## config.mk

```make
export PLATFORM = sky130hd
export DESIGN_NAME = fetch_stage
export DESIGN_NICKNAME = d
export VERILOG_FILES = /design/src/rtl/fetch_stage_pkg.sv /design/src/rtl/fetch_stage.sv
export SDC_FILE = /design/constraint.sdc
export NUM_CORES = 1
export LEC_CHECK = 0
export ABC_AREA = 1
export CAP_MARGIN = 20
export CORE_AREA = 5 5 106 108
export CTS_CLUSTER_DIAMETER = 100
export DETAILED_ROUTE_END_ITERATION = 10
export DIE_AREA = 0 0 111 113
export MAX_ROUTING_LAYER = met4
export PLACE_DENSITY_LB_ADDON = 0.25
export SYNTH_ARGS = -nofsm -noshare
export SYNTH_HDL_FRONTEND = slang
export SYNTH_SLANG_ARGS = --single-unit
```

## constraint.sdc

```tcl
create_clock -name clk -period 1.5 [get_ports clk]
set_clock_uncertainty 0.05 [all_clocks]
set_input_delay 0.3 -clock clk [delete_from_list [all_inputs] [get_ports clk]]
set_output_delay 0.3 -clock clk [all_outputs]
set_load 0.02 [all_outputs]
```

## src/rtl/fetch_stage_pkg.sv

```systemverilog
// rtl/fetch_stage_pkg.sv - opcode constants, field positions, fetch states and helpers
package fetch_stage_pkg;

   localparam int INSTR_W  = 16;
   localparam int OPC_W    = 9;
   localparam int OPC_MSB  = 15;
   localparam int OPC_LSB  = 7;
   localparam int RDST_MSB = 6;
   localparam int RDST_LSB = 4;
   localparam int RSRC_MSB = 3;
   localparam int RSRC_LSB = 1;

   localparam logic [OPC_W-1:0] OPC_NOP = 9'h000;
   localparam logic [OPC_W-1:0] OPC_LDM = 9'h0C2;
   localparam logic [OPC_W-1:0] OPC_LDD = 9'h0C3;
   localparam logic [OPC_W-1:0] OPC_STD = 9'h0C4;

   typedef enum logic [1:0] {
      ST_BOOT,
      ST_FETCH,
      ST_FETCH_IMM
   } fetch_state_t;

   // Instructions whose second word is an immediate/address.
   function automatic logic is_two_word(input logic [OPC_W-1:0] opcode);
      return (opcode == OPC_LDM) || (opcode == OPC_LDD) || (opcode == OPC_STD);
   endfunction

endpackage

```

## src/rtl/fetch_stage.sv

```systemverilog
// rtl/fetch_stage.sv - instruction fetch: PC, one/two-word assembly, IF/ID register
module fetch_stage
   import fetch_stage_pkg::*;
#(
   parameter int ADDR_W         = 16,
   parameter int RESET_VEC_ADDR = 0
) (
   input  logic                 clk,
   input  logic                 rst_n,
   output logic [ADDR_W-1:0]    imem_addr,
   input  logic [INSTR_W-1:0]   imem_data,
   input  logic                 stall,
   input  logic                 redirect_valid,
   input  logic [ADDR_W-1:0]    redirect_pc,
   output logic                 if_id_valid,
   output logic [INSTR_W-1:0]   if_id_instr,
   output logic [OPC_W-1:0]     if_id_opcode,
   output logic [INSTR_W-1:0]   if_id_imm,
   output logic [ADDR_W-1:0]    if_id_pc_next
);

   localparam logic [ADDR_W-1:0] RESET_VEC = RESET_VEC_ADDR[ADDR_W-1:0];
   localparam logic [ADDR_W-1:0] PC_ONE    = {{(ADDR_W-1){1'b0}}, 1'b1};

   fetch_state_t        state_q, state_d;
   logic [ADDR_W-1:0]   pc_q;
   logic [ADDR_W-1:0]   pc_inc;
   logic [INSTR_W-1:0]  hold_instr_q;
   logic                two_word;

   assign pc_inc       = pc_q + PC_ONE;
   assign two_word     = is_two_word(imem_data[OPC_MSB:OPC_LSB]);
   assign if_id_opcode = if_id_instr[OPC_MSB:OPC_LSB];

   always_comb begin
      state_d   = state_q;
      imem_addr = pc_q;
      case (state_q)
         ST_BOOT: begin
            imem_addr = RESET_VEC;
            state_d   = ST_FETCH;
         end
         ST_FETCH: begin
            if (redirect_valid)       state_d = ST_FETCH;
            else if (!stall && two_word) state_d = ST_FETCH_IMM;
         end
         ST_FETCH_IMM: begin
            if (redirect_valid || !stall) state_d = ST_FETCH;
         end
         default: state_d = ST_BOOT;
      endcase
   end

   always_ff @(posedge clk or negedge rst_n) begin
      if (!rst_n) begin
         state_q       <= ST_BOOT;
         pc_q          <= '0;
         hold_instr_q  <= '0;
         if_id_valid   <= 1'b0;
         if_id_instr   <= '0;
         if_id_imm     <= '0;
         if_id_pc_next <= '0;
      end else begin
         state_q <= state_d;
         if (state_q == ST_BOOT) begin
            pc_q <= imem_data[ADDR_W-1:0];
         end else if (redirect_valid) begin
            pc_q          <= redirect_pc;
            hold_instr_q  <= '0;
            if_id_valid   <= 1'b0;
            if_id_instr   <= '0;
            if_id_imm     <= '0;
            if_id_pc_next <= '0;
         end else if (!stall) begin
            pc_q <= pc_inc;
            if (state_q == ST_FETCH_IMM) begin
               if_id_valid   <= 1'b1;
               if_id_instr   <= hold_instr_q;
               if_id_imm     <= imem_data;
               if_id_pc_next <= pc_inc;
            end else if (two_word) begin
               // First word is parked; IF/ID carries a bubble while the immediate is read.
               hold_instr_q  <= imem_data;
               if_id_valid   <= 1'b0;
               if_id_instr   <= '0;
               if_id_imm     <= '0;
               if_id_pc_next <= '0;
            end else begin
               if_id_valid   <= 1'b1;
               if_id_instr   <= imem_data;
               if_id_imm     <= '0;
               if_id_pc_next <= pc_inc;
            end
         end
      end
   end

endmodule

```

* Word level (Yosys, flattened, before mapping)
Index checks and enable logic that the tools add are counted.
** Cells by class
- Mux-type cells :: 27
- Bitwise gates (word level) :: 1
- Reduce and logical (&&, ||, !) cells :: 10
- Eq/ne operators :: 10
- Add/subtract/negate cells :: 1
** Operators by type and width (number)
- $mux 16 :: 19
- $eq 9x8->1 const B :: 3
- $add 16x1->16 const B :: 1
- $mux 2 :: 3
- $pmux 2 s3 :: 1
- $mux 1 :: 4
- $ne 2x2->1 const B :: 2
- $reduce_and 2->1 :: 2
- $reduce_and 4->1 :: 1
- $logic_or 1x1->1 :: 3
- $ne 3x1->1 const B :: 1
- $ne 3x3->1 const B :: 1
- $eq 2x1->1 const B :: 1
- $eq 2x2->1 const B :: 1
- $logic_not 2->1 :: 1
- $ne 2x1->1 const B :: 1
- $reduce_bool 2->1 :: 1
- $logic_and 1x1->1 :: 1
- $logic_not 1->1 :: 1
- $not 1->1 :: 1
** Storage, ports and cells
- Output and inout port bits :: 74
- Input bits :: 36
- Word-level logic and storage cells :: 56
- Register bits after elaboration :: 83

* Logic depth before layout (Yosys ltp)
- Depth after elaboration :: 7
- Depth in mapped cells :: 9
- Gate-level depth less buffers :: 9

* Worst setup path before layout
Ideal clock, no wire load.
- Path type :: register to register
- From :: register pc_q[0]
- To :: register pc_q[6]
- Path buffers :: 0
- Data arrival time :: 1.276 ns
- Period minus slack after synthesis :: 1.447 ns
- Stages on the path, launching flop included :: 8
- Required time :: 1.328 ns
- Setup time :: 0.122 ns
- Setup slack :: 0.053 ns
- Cell sequence :: dfrtp_1 ha_1 nand3_1 nor2_1 xor2_1 nand2_1 nand2_1 nand2_1
** Between the ends
- Longest elaborated chain between the ends :: 4
** Ends and longest elaborated chain
- start: declaration :: RTL line fetch_stage.sv:26 : logic [ADDR_W-1:0] pc_q;
- start signal: assignment :: RTL line fetch_stage.sv:66 : pc_q <= imem_data[ADDR_W-1:0];
- start signal: assignment :: RTL line fetch_stage.sv:68 : pc_q <= redirect_pc;
- start signal: assignment :: RTL line fetch_stage.sv:75 : pc_q <= pc_inc;
- $add 16x1->16 :: RTL line fetch_stage.sv:31 : assign pc_inc = pc_q + PC_ONE;
- $mux 16 :: RTL line fetch_stage.sv:74 : end else if (!stall) begin
- $mux 16 :: RTL line fetch_stage.sv:67 : end else if (redirect_valid) begin
- $mux 16 :: RTL line fetch_stage.sv:65 : if (state_q == ST_BOOT) begin
Every way passes these cells. The select of a mux whose other input is x is not followed.
A chain may end at the register's enable or synchronous reset.

* Worst setup path after layout
- From :: register state_q[1]
- To :: output imem_addr[11]
** Between the ends
- Longest elaborated chain between the ends :: 2
** Ends and longest elaborated chain
- start: declaration :: RTL line fetch_stage.sv:25 : fetch_state_t state_q, state_d;
- start signal: assignment :: RTL line fetch_stage.sv:64 : state_q <= state_d;
- $logic_not 2->1 :: RTL line fetch_stage.sv:38 : case (state_q)
- $mux 16 :: RTL line fetch_stage.sv:38
- end: declaration :: RTL line fetch_stage.sv:10 : output logic [ADDR_W-1:0] imem_addr,
Every way passes these cells.

==> metrics.txt <==
clock buffer depth 2; Inserted Clock Buffers 9; Synth top cells by count 217 x nand2_1, 83 x dfrtp_1, 67 x nor2_1, 48 x inv_1, 29 x nand3_1; layout cells sized above 1 34.7%; Routed WL 15,600 um; Initial Utilization 44.2%; Logic pwr share 63.1%; CTS tree yes; reg2reg path depth 10; Post-synth top flop dfrtp_1; worst hold slack 425 ps; 1st-iter DRT viols 202; total area of sequential cells 2080 um^2; VDD IR-drop max 912 uV; post-DP HPWL 10,500 um; wire per inst 16.8 um; initial antenna violation count 0; worst slack, placed -356 ps; Worst Path Max Fanout 8; leading area contributor after synthesis dfrtp_1; antenna viol nets, final 0; unrepaired setup endpoints after global routing yes; area grow syn2layout 61.7%; Clock Latency Late Sink 360 ps; count of input and output buffers 109; Die ar. 12,500 um^2; Post-synth EDFFs 0; post-layout min period 1760 ps; top post-synthesis cells by area dfrtp_1 46%, nand2_1 18%, nor2_1 5.6%; H-tree depth 3; Crit path required time 1150 ps; Min-Delay Path Class reg -> reg; die height 113 um; number of global-route vias before repair 4,779; Worst Tran Pin Value 457 ps; Layout fillers 780; hold depth 2; Total Power 0.0136 W; Via Count 4,736; Int Pwr 0.00754 W; CTS sink count 83; WS Path Type reg -> out; DR pass1 iterations 5; DR vias/cell 5.10; CP Data Arrival Time 1410 ps; GRT Util Overall 24.2%; ant diodes 0; mapped cell area 4480 um^2; clk root buf clkbuf_8; Cells after Synth 588; pwr/cell area 1880 nW/um^2; Syn Area/Cell 7.62 um^2; die boundary width 111 um; Critical Path Sink Type output pin; clock slew seen by the registers of the worst setup and hold paths 90 ps; Slew Viols, Final 0; Post-Syn Nets 625; final routed DRC violation total 0; final setup vio count 94; Net Switching 0.00607 W; max_slew headroom 69.6%; CP Launch Point state_q[1]$_DFFE_PN0P_; Syn. warnings 0; Final #Nets 825; # rows 37; part of the power in registers 25.7%; leakage power 3.86 nW; clock power share 11.3%; Multi-input gate area 2440 um^2; r2r startpoint state_q[1]$_DFFE_PN0P_; Fmax achieved 0.568 GHz; maxcap violations 0; maximum number of pins on one net before global-route repair 84; status complete, but fails checks; Final Wtd Congestion 0.898; Worst Min Path Start if_id_pc_next[12]$_DFFE_PN0P_; post-layout util 71.5%; global-route wire length before repair 23,700 um; top-count cell post-synth nand2_1; startpoint type of the worst setup path flip-flop; synth unique cells 36; Final Hold Violating Endpoints 0; failing checks negative setup slack; worst setup margin -261 ps; share of the synthesized area in the top cell type 46.3%; #FFs+latches synth 83; switch share 44.6%; Tcrit/Tclk final 117%; I/O pins 110; GRT Residual Overflow 0; core area 10,100 um^2; ys async rst share 100%; sequential fraction of the synthesis area 46.3%
[state kept, by name (all words and copies together) (netlist names)]
name and cells:
state_q 2, pc_q 16, if_id_valid 1, hold_instr_q 16
if_id_pc_next 16, if_id_instr 16, if_id_imm 16
[what timing repair did]
item / in CTS / in global routing
gates cloned: 7 / 3
pin swaps: 29 / 16
gates resized for setup: 213 / 132
endpoints found under the hold margin: 83 / 0
setup endpoints to repair: 97 / 98
hold buffers: 1 / 0
buffers inserted: 11 / 12
[layout by cell type, fill, tap and decap left out, drive strengths merged]
cell type	n
a21o	1
a21oi	3
a22oi	6
a32o	3
buf	126
clkbuf	14
clkdlybuf4s15	4
clkdlybuf4s50	33
clkinv	2
clkinvlp	3
dfrtp	83
dlygate4sd2	52
dlygate4sd3	1
dlymetal6s2s	1
ha	1
inv	60
nand2	225
nand3	32
nand4	15
nor2	71
nor3	1
o21a	1
o21ai	35
o221ai	2
o22ai	7
o31ai	6
xor2	5
[critical path: stages, from the launching register on]
cell     delay (ps)
dfrtp_1         420
nor2_4          190
buf_6           180
buf_6           100
nor2_2           30
buf_6           120
[routing by layer]
metal | up-vias | track usage (%) | part of all wire [%]
met1 | 2281 | 28.2 | 41
li1 | 2258 | - | -
met2 | 155 | 42.1 | 51
met5 | - | - | 0
met3 | 42 | 3.80 | 4.5
met4 | 0 | 9.44 | 3.7
[cell families (layout without fill, tap and decap cells)]
logic type / Yosys count / in the layout / share of synthesized area, %
AND/OR/NAND/NOR: 342 / 344 / 32.6
adder cells (fa/ha/maj): 1 / 1 / 0.279
buffers and inverters: 93 / 296 / 10.2
XOR/XNOR: 5 / 5 / 0.977
AO/OA/AOI/OAI: 64 / 64 / 9.63
flip-flops: 83 / 83 / 46.3
[power by group through the flow]
| stage | Combinational (W) | Clock (W) | Sequential (W) |
|---|---|---|---|
| 2_1_floorplan | 0.00303 | 0 | 0.00402 |
| 3_3_place_gp | 0.00687 | 0 | 0.00348 |
| 3_5_place_dp | 0.00694 | 0 | 0.00350 |
| 4_1_cts | 0.00769 | 0.00155 | 0.00347 |
| 5_1_grt | 0.00914 | 0.00164 | 0.00358 |
| 6_report | 0.00858 | 0.00153 | 0.00349 |
[area by class of cell]
class / instances / area share [%]
Sequential cell: 83 / 28.6
Timing Repair Buffer: 221 / 29.6
Clock buffer: 10 / 1.76
Tap cell: 136 / 2.35
Clock inverter: 6 / 0.673
Multi-Input combinational cell: 414 / 33.6
Inverter: 59 / 3.40
[per-stage QoR]
stage | instance area, um^2 | TNS [ps] | std cells
after global routing | 7250 | -14660 | 929
after detailed placement | 6240 | -24390 | 888
final | 7250 | -8630 | 929
after floorplan | 4480 | 0 | 588
after global placement | 6240 | -23900 | 888
after CTS | 6840 | -6290 | 923
[final timing paths]
kind	to	slack (ps)
setup / recovery	imem_addr[11]	-260
hold / removal	if_id_pc_next[12]$_DFFE_PN0P_	430
setup reg to reg	pc_q[10]$_DFFE_PN0P_	-160
hold reg to reg	if_id_pc_next[12]$_DFFE_PN0P_	430
max in group asynchronous	hold_instr_q[13]$_DFFE_PN0P_	590
min in group asynchronous	if_id_pc_next[3]$_DFFE_PN0P_	450
Note: power is estimated with default switching activity, not from simulation.
